`src/rtl/ips2l_uart_rd_pkg.sv`:
```
// Shared constants for the UART-side read scheduler: FSM encoding, slave count,
// timeout counter width and the default data returned when a slave never answers.
package ips2l_uart_rd_pkg;

  localparam int NUM_SLV   = 4;
  localparam int TMO_CNT_W = 16;

  localparam logic [31:0] TMO_DATA_DEF = 32'hDEAD_BEEF;

  localparam logic [2:0] ST_IDLE  = 3'd0;
  localparam logic [2:0] ST_ISSUE = 3'd1;
  localparam logic [2:0] ST_WAIT  = 3'd2;
  localparam logic [2:0] ST_DONE  = 3'd3;
  localparam logic [2:0] ST_HOLD  = 3'd4;

  typedef logic [1:0] slv_sel_t;

  function automatic logic [NUM_SLV-1:0] sel_onehot(input slv_sel_t sel);
    logic [NUM_SLV-1:0] vec;
    vec      = '0;
    vec[sel] = 1'b1;
    return vec;
  endfunction

endpackage

```
`src/rtl/ips2l_uart_rd_tmo.sv`:
```
// Slave-ack timeout counter: cleared on issue, counts while enabled, saturates,
// and flags the terminal count only while it is being enabled.
module ips2l_uart_rd_tmo
  import ips2l_uart_rd_pkg::*;
#(
  parameter logic [TMO_CNT_W-1:0] TERM = 16'd1023
) (
  input  logic clk,
  input  logic rst,
  input  logic clr,
  input  logic en,
  output logic tc
);

  logic [TMO_CNT_W-1:0] cnt_q;
  logic [TMO_CNT_W-1:0] cnt_d;

  always_comb begin
    cnt_d = cnt_q;
    if (clr) begin
      cnt_d = '0;
    end else if (en && (cnt_q != {TMO_CNT_W{1'b1}})) begin
      cnt_d = cnt_q + 16'd1;
    end
  end

  always_ff @(posedge clk) begin
    if (rst) begin
      cnt_q <= '0;
    end else begin
      cnt_q <= cnt_d;
    end
  end

  assign tc = en && (cnt_q == TERM);

endmodule

```
`src/rtl/ips2l_uart_rd_sched.sv`:
```
// Arbitrates one UART read at a time onto four register slaves, returning slave
// data (or the fixed timeout/disabled status value) with a single read_ack pulse.
module ips2l_uart_rd_sched
  import ips2l_uart_rd_pkg::*;
#(
  parameter logic [15:0] TIMEOUT_CYC = 16'd1024,
  parameter logic [3:0]  SLV_EN      = 4'b1111,
  parameter logic [31:0] TMO_DATA    = TMO_DATA_DEF
) (
  input  logic        clk,
  input  logic        rst,
  input  logic        read_req,
  input  logic [7:0]  uart_rd_addr,
  output logic        read_ack,
  output logic [31:0] status_bus,
  output logic [3:0]  slv_req,
  output logic [5:0]  slv_addr,
  input  logic [3:0]  slv_ack,
  input  logic [31:0] slv_data_0,
  input  logic [31:0] slv_data_1,
  input  logic [31:0] slv_data_2,
  input  logic [31:0] slv_data_3,
  output logic        busy,
  output logic        timeout_err,
  input  logic        err_clr
);

  logic [2:0]  state_q,  state_d;
  logic        req_q,    req_d;
  slv_sel_t    sel_q,    sel_d;
  logic [5:0]  addr_q,   addr_d;
  logic [31:0] status_q, status_d;
  logic        terr_q,   terr_d;

  logic        cnt_clr;
  logic        cnt_en;
  logic        tmo_tc;
  logic        tmo_set;
  logic        ack_sel;
  logic [31:0] sel_data;

  ips2l_uart_rd_tmo #(
    .TERM(TIMEOUT_CYC - 16'd1)
  ) u_tmo (
    .clk(clk),
    .rst(rst),
    .clr(cnt_clr),
    .en (cnt_en),
    .tc (tmo_tc)
  );

  always_comb begin
    sel_data = slv_data_0;
    case (sel_q)
      2'd0:    sel_data = slv_data_0;
      2'd1:    sel_data = slv_data_1;
      2'd2:    sel_data = slv_data_2;
      default: sel_data = slv_data_3;
    endcase
  end

  // Acks from non-selected slaves are masked off here, so only the addressed slave can complete a read.
  assign ack_sel = |(slv_ack & sel_onehot(sel_q));

  // read_req is registered once; the IDLE decision works on the sampled level.
  always_comb begin
    state_d  = state_q;
    req_d    = read_req;
    sel_d    = sel_q;
    addr_d   = addr_q;
    status_d = status_q;
    tmo_set  = 1'b0;
    cnt_clr  = (state_q == ST_ISSUE);
    cnt_en   = (state_q == ST_WAIT);

    case (state_q)
      ST_IDLE: begin
        if (req_q) begin
          sel_d  = uart_rd_addr[7:6];
          addr_d = uart_rd_addr[5:0];
          if (SLV_EN[uart_rd_addr[7:6]]) begin
            state_d = ST_ISSUE;
          end else begin
            status_d = 32'h0;
            state_d  = ST_DONE;
          end
        end
      end
      ST_ISSUE: begin
        state_d = ST_WAIT;
      end
      ST_WAIT: begin
        // An ack on the terminal-count cycle still wins over the timeout.
        if (ack_sel) begin
          status_d = sel_data;
          state_d  = ST_DONE;
        end else if (tmo_tc) begin
          status_d = TMO_DATA;
          tmo_set  = 1'b1;
          state_d  = ST_DONE;
        end
      end
      ST_DONE: begin
        state_d = ST_HOLD;
      end
      ST_HOLD: begin
        if (!req_q) begin
          state_d = ST_IDLE;
        end
      end
      default: begin
        state_d = ST_IDLE;
      end
    endcase

    terr_d = tmo_set | (terr_q & ~err_clr);
  end

  always_ff @(posedge clk) begin
    if (rst) begin
      state_q  <= ST_IDLE;
      req_q    <= 1'b0;
      sel_q    <= '0;
      addr_q   <= '0;
      status_q <= '0;
      terr_q   <= 1'b0;
    end else begin
      state_q  <= state_d;
      req_q    <= req_d;
      sel_q    <= sel_d;
      addr_q   <= addr_d;
      status_q <= status_d;
      terr_q   <= terr_d;
    end
  end

  assign read_ack    = (state_q == ST_DONE);
  assign busy        = (state_q != ST_IDLE);
  assign slv_req     = ((state_q == ST_ISSUE) || (state_q == ST_WAIT)) ? sel_onehot(sel_q) : 4'h0;
  assign slv_addr    = addr_q;
  assign status_bus  = status_q;
  assign timeout_err = terr_q;

endmodule
```
`config.mk`:
```
export PLATFORM = sky130hd
export DESIGN_NAME = ips2l_uart_rd_sched
export DESIGN_NICKNAME = d
export VERILOG_FILES = /design/src/rtl/ips2l_uart_rd_pkg.sv /design/src/rtl/ips2l_uart_rd_tmo.sv /design/src/rtl/ips2l_uart_rd_sched.sv
export SDC_FILE = /design/constraint.sdc
export NUM_CORES = 1
export LEC_CHECK = 0
export BUFFER_PORTS_ARGS = -buffer_cell sky130_fd_sc_hd__buf_2
export CORE_ASPECT_RATIO = 1.2
export CORE_MARGIN = 2
export CORE_UTILIZATION = 40
export CTS_CLUSTER_SIZE = 8
export DETAILED_ROUTE_END_ITERATION = 8
export PLACE_DENSITY = 0.8
export RECOVER_POWER = 100
export SYNTH_ARGS = -nofsm -noshare
export SYNTH_HDL_FRONTEND = slang
export SYNTH_SLANG_ARGS = --single-unit
export TNS_END_PERCENT = 1
```
`constraint.sdc`:
```
create_clock -name clk -period 2.25 [get_ports clk]
set_input_delay 0.1125 -clock clk [delete_from_list [all_inputs] [get_ports clk]]
set_output_delay 0.1125 -clock clk [all_outputs]
set_load 0.01 [all_outputs]
```
### Word level (Yosys, flattened, before mapping)

Index checks and enable logic that the tools add are counted.

* output and inout bits: 45
* logic and storage cells: 60
* input bits: 144
* register bits after elaboration: 61

* add/sub/neg operators: 1
* equal/unequal tests: 12
* $lt $le $gt $ge: 3
* muxes and demuxes: 20
* reduce and logical (&&, ||, !) cells: 13
* bitwise operators: 4

Operator list (count)
* $mux W32: 4
* $pmux W32 S3: 1
* $pmux W32 S2: 1
* $add A16 B1 Y16 const B: 1
* $eq A16 B10 Y1 const B: 1
* $ne A16 B16 Y1 const B: 1
* $pmux W3 S5: 1
* $mux W3: 4
* $eq A3 B2 Y1 const B: 2
* $lt A2 B3 Y1 const B: 2
* $ne A2 B2 Y1 const B: 3
* $mux W1: 5
* $and A4 B4 Y4: 1
* $mux W4: 1
* $reduce_and A4 Y1: 1
* $reduce_or A4 Y1: 1
* $eq A3 B1 Y1 const B: 1
* $eq A3 B3 Y1 const B: 1
* $logic_and A1 B1 Y1: 3
* $logic_not A3 Y1: 1
* $ne A3 B3 Y1 const B: 1
* $reduce_and A3 Y1: 1
* $reduce_bool A3 Y1: 1
* $bmux W1 S2: 1
* other kinds (13): 13

### Logic depth before layout (Yosys ltp)

* depth after elaboration: 9
* mapped depth: 6

### Hierarchy

A second synthesis with hierarchy kept.

* cells, all modules: 305
* area, all modules: 3295.7 µm²

By module, submodules not included
* ips2l_uart_rd_sched: cells each 202, seq. area each 900.9 µm², instances 1, area each 2453.6 µm²
* ips2l_uart_rd_tmo: cells each 103, seq. area each 320.3 µm², instances 1, area each 842.1 µm²

### Worst setup path after synthesis

Ideal clock, no wire load.

* kind: flip-flop to flip-flop
* start: reg sel_q[0]
* end: reg status_q[10], in the netlist status_bus[10]
* setup time: 0.119 ns
* arrival time: 1.632 ns
* slack: 0.499 ns
* required time: 2.131 ns
* period minus slack after synthesis: 1.751 ns
* cell stages (with the launch flop): 5
* cells stage by stage: dfxtp_1 > buf_2 > buf_2 > mux4_2 > o221a_1

* word-level cells in the longest chain between the ends: 8

RTL lines
* start: declaration: RTL line ips2l_uart_rd_sched.sv:30 `slv_sel_t sel_q, sel_d;`
* start signal: assignment: RTL line ips2l_uart_rd_sched.sv:130 `sel_q <= sel_d;`
* $lt A2 B3 Y1 (implied by the code) / $ge A2 B1 Y1 (equally long branches): RTL line ips2l_uart_rd_pkg.sv:21 `vec[sel] = 1'b1;`
* $logic_and A1 B1 Y1 (implied by the code): RTL line ips2l_uart_rd_pkg.sv:21
* $mux W1 (implied by the code): RTL line ips2l_uart_rd_pkg.sv:21
* $demux W1 S2: RTL line ips2l_uart_rd_pkg.sv:21
* $and A4 B4 Y4: RTL line ips2l_uart_rd_sched.sv:63 `assign ack_sel = |(slv_ack & sel_onehot(sel_q));`
* $reduce_or A4 Y1: RTL line ips2l_uart_rd_sched.sv:63
* $ne A3 B3 Y1 (no line) / $mux W32 (equally long branches)
* $reduce_and A4 Y1 (no line) / $pmux W32 S2 (equally long branches)
* end signal: assignment: RTL line ips2l_uart_rd_sched.sv:132 `status_q <= status_d;`
* end: declaration: RTL line ips2l_uart_rd_sched.sv:32 `logic [31:0] status_q, status_d;`

Parallel ways exist; a longest one is shown, timed or not.
A chain may end at the register's enable or synchronous reset.

### Final worst setup path

* start: reg sel_q[0]
* end: reg state_q[0]

* word-level cells in the longest chain between the ends: 8

RTL lines
* $lt A2 B3 Y1 (implied by the code) / $ge A2 B1 Y1 (equally long branches): RTL line ips2l_uart_rd_pkg.sv:21
* $logic_and A1 B1 Y1 (implied by the code): RTL line ips2l_uart_rd_pkg.sv:21
* $mux W1 (implied by the code): RTL line ips2l_uart_rd_pkg.sv:21
* $demux W1 S2 *: RTL line ips2l_uart_rd_pkg.sv:21
* $and A4 B4 Y4 *: RTL line ips2l_uart_rd_sched.sv:63
* $reduce_or A4 Y1 *: RTL line ips2l_uart_rd_sched.sv:63
* $mux W3 / $ne A3 B3 Y1 (equally long branches)
* $pmux W3 S5 / $reduce_and A3 Y1 (equally long branches)
* end signal: assignment: RTL line ips2l_uart_rd_sched.sv:128 `state_q <= state_d;`
* end: declaration: RTL line ips2l_uart_rd_sched.sv:28 `logic [2:0] state_q, state_d;`

Mark *: on every way between the ends. The rest lies on a longest branch, timed or not.

==> flow_summary_export.csv <==
group,metric,value,unit
cts,clk-insertion-delay-late,330,ps
cts,clk_pin_slew,70,ps
cells_and_area,n_antenna_cell,0,
timing,slew_headroom,0.4654,
global_routing,global_route.usage.total,0.2459,
critical_path,crit_required,2480,ps
synthesis,synth_area_per_cell,10.76,µm²
timing,fin_setup_tns,0,ps
timing,final-setup-viol-count,0,
critical_path,cpPeakStageDelay,590,ps
placement,dpl.hpwl,8.571,mm
critical_path,critPathLaunchType,"register",
global_routing,grt_pass1_wl,17.87,mm
synthesis,synth.area.top_cells,"sky130_fd_sc_hd__dfxtp_1 36%, sky130_fd_sc_hd__mux4_2 22%, sky130_fd_sc_hd__o221a_1 6.6%",
drt,vias_after_detailed_routing,3597,
placement,routabilityCongestion,0.8361,
cts,clockRootBuffer,"sky130_fd_sc_hd__clkbuf_8",
floorplan,dieWidth,88.44,µm
global_routing,pin_count_of_the_biggest_net_entering_global_routing,38,
synthesis,synth_simple_gate_area_frac,0.1715,
global_routing,grt_overflow,0,
floorplan,die-area,9314,µm²
synthesis,syn-num-nets,463,
synthesis,synth_flop_cell,"sky130_fd_sc_hd__dfxtp_1",
timing,worst_clock_skew,8.953,ps
placement,place_ws,95.95,ps
outcome,outcome,"completed",
synthesis,synthMuxAreaShare,0.2377,
synthesis,synth.lib_cells_used.distinct,48,
global_routing,grt_antenna_before_repair,0,
hold_path,worst_hold_path_type,"input port to register",
cells_and_area,drive_above_1_share,0.4168,
floorplan,io_pins,189,
synthesis,synth.most_common_cell,"sky130_fd_sc_hd__dfxtp_1",
critical_path,worst-path-buf-inv,1,
synthesis,synthDominantCellAreaShare,0.3569,
floorplan,dieHeight,105.3,µm
synthesis,synth.yosys.seq_area_share,0.3569,
cells_and_area,fillers,764,
critical_path,worst_setup_path_class,"register to register",
critical_path,worst-path-max-fanout,9,
timing,number_of_max_slew_violations_in_the_final_report,0,
timing,clock.fmax,0.5006,GHz
cts,clock_tree.buffer_depth,2,
cts,cts-htree-levels,3,
synthesis,netlist_area,3422,µm²
cells_and_area,fin_util,0.5662,
drt,ant_nets,0,
critical_path,cell_with_the_largest_stage_delay_on_the_worst_path,"sky130_fd_sc_hd__mux4_2",
synthesis,synth-seq-cells,61,
synthesis,yosys_warnings,0,
timing,final_worst_path_setup_slack,252.6,ps
synthesis,synthTopCellsByCount,"61 x sky130_fd_sc_hd__dfxtp_1, 35 x sky130_fd_sc_hd__nand2_1, 33 x sky130_fd_sc_hd__mux4_2, 25 x sky130_fd_sc_hd__a21oi_1, 20 x sky130_fd_sc_hd__o221a_1",
power_and_ir_drop,ir_drop,0.3493,mV
synthesis,synthDominantAreaCellType,"sky130_fd_sc_hd__dfxtp_1",
drt,vias_per_cell,5.755,
cts,cts_tree,"built",
timing,final-hold-violation-count,0,
timing,rsz0062_at_grt,"false",
cells_and_area,multiInputGateArea,2042,µm²
cts,clkSinkCount,61,
power_and_ir_drop,power_leakage,1.802,nW
timing,finalCriticalPeriod,1997,ps
synthesis,postSynth.asyncResetShare,0,
drt,drt-pass1-iter-count,5,
floorplan,start_util,0.4174,
critical_path,worst_setup_path_end_kind,"register",
timing,worst_pin_slew,798.9,ps
power_and_ir_drop,powerDensity,588.0,nW/µm²
cts,cts_inserted_buffers,9,
cells_and_area,fin_nets,651,
drt,remaining_drc_errors,0,
flow_run,cap_viol_max_count,0,
drt,routed_wl,11.04,mm
drt,routedWlPerCell,17.67,µm
cells_and_area,regArea,1221,µm²
floorplan,design.core.area,8198,µm²
timing,fin_crit_sh,0.8877,
placement,port_buffers,188,
cts,cts_post_setup_buffers_inserted,0,
synthesis,synth-compound-area-share,0.1799,
critical_path,path_cells,"mux4_2, a41oi_4, clkbuf_1, a21oi_1, and3_1",
synthesis,yosys.area_share.adder,0.003656,
drt,first_iter_violations,303,
cells_and_area,areaGrowthSynthToFinish,35.65,%
synthesis,synth_top_family_by_area,"multiplexers",
global_routing,number_of_global_route_vias_before_repair,3661,
synthesis,share_of_the_synthesized_netlist_area_taken_by_xor_and_xnor_gates,0.002559,
synthesis,synthesis.instances,318,
critical_path,worst_ep_arrival_time,2230,ps
synthesis,synth_edf_count,0,
floorplan,row_count,36,
critical_path,critical_path.top_delay_family,"multiplexers",
-- power by group --
part           switching [W]  internal [W]
Sequential         0.0000361       0.00113
Clock               0.000425      0.000597
Combinational       0.000263      0.000278
Total               0.000724       0.00201
-- worst register-to-register path, delay by kind of cell, from the launching register on --
family | cells | cell delay, ps
AOI/OAI and AO/OA | 2 | 360
muxes | 1 | 590
and+or+nand+nor | 1 | 190
DFF | 1 | 400
buffers and inverters | 1 | 370
-- cell usage in the layout, fill, tap and decap left out, types with 5 or more instances in the layout --
cell type and instances:
sky130_fd_sc_hd__buf_2 143, sky130_fd_sc_hd__dfxtp_1 61, sky130_fd_sc_hd__clkbuf_1 47, sky130_fd_sc_hd__nand2_1 35, sky130_fd_sc_hd__mux4_2 33, sky130_fd_sc_hd__a21oi_1 25
sky130_fd_sc_hd__o221a_1 20, sky130_fd_sc_hd__nand3_1 17, sky130_fd_sc_hd__o21ai_0 12, sky130_fd_sc_hd__clkbuf_8 12, sky130_fd_sc_hd__buf_4 10, sky130_fd_sc_hd__nor2_1 9
sky130_fd_sc_hd__mux2i_1 7, sky130_fd_sc_hd__or3_1 6, sky130_fd_sc_hd__nor3b_1 5, sky130_fd_sc_hd__nand4_1 5, sky130_fd_sc_hd__o31ai_1 5
-- sequential cells by signal (all words and copies together), names as in the netlist --
register and count:
req_q 1, slv_addr 6, status_bus 32, timeout_err 1, sel_q 2, u_tmo.cnt_q 16, state_q 3
-- cell families (layout without fill, tap and decap cells) --
family | Yosys count | in the layout
AO/OA/AOI/OAI | 78 | 78
XOR/XNOR | 1 | 1
adder cells (fa/ha/maj) | 1 | 1
buffers and inverters | 31 | 224
flip-flops | 61 | 61
multiplexers | 40 | 40
AND/OR/NAND/NOR | 106 | 106
-- worst paths after layout --
| path | from | end | slack (ps) | cells past startpoint |
|---|---|---|---|---|
| worst min register to register | slv_addr[0] | slv_addr[0] | 450 | 2 |
| worst max-delay path | sel_q[0] | state_q[0] | 250 | 5 |
| worst min-delay path | uart_rd_addr[4] | slv_addr[4] | 20 | 3 |
| worst max register to register | sel_q[0] | state_q[0] | 250 | 5 |
-- per-stage QoR --
stage	instance area (µm²)	hold slack, ps	total power, W	cells
global route	4642	11.59	0.002855	625
detailed placement	4472	331.5	0.001741	607
global placement	4472	330.6	0.001718	607
finish	4642	19.38	0.002729	625
CTS	4702	0.5631	0.002761	625
floorplan	3422	240.7	0.001496	318
-- routing by layer --
layer	up-vias	wire [µm]	share of wire	global-route usage
li1	1642	-	-	-
met1	1752	4046	0.37	0.2893
met2	183	6084	0.55	0.4323
met3	20	689	0.062	0.04699
met4	0	221	0.020	0.09524
met5	-	0	0	0
-- timing repair --
item                       CTS  global route
setup endpoints to repair    0            24
hold buffers                 2             0
gates resized for setup      0             1
hold endpoints to repair     2             0
-- cell type report --
| class | instances | share of cell area |
|---|---|---|
| Timing Repair Buffer | 203 | 0.2170 |
| Tap cell | 114 | 0.03073 |
| Clock buffer | 12 | 0.03558 |
| Multi-Input combinational cell | 226 | 0.4399 |
| Clock inverter | 4 | 0.009704 |
| Inverter | 5 | 0.004043 |
| Sequential cell | 61 | 0.2631 |
No activity file was read; power rests on OpenSTA's default activity.
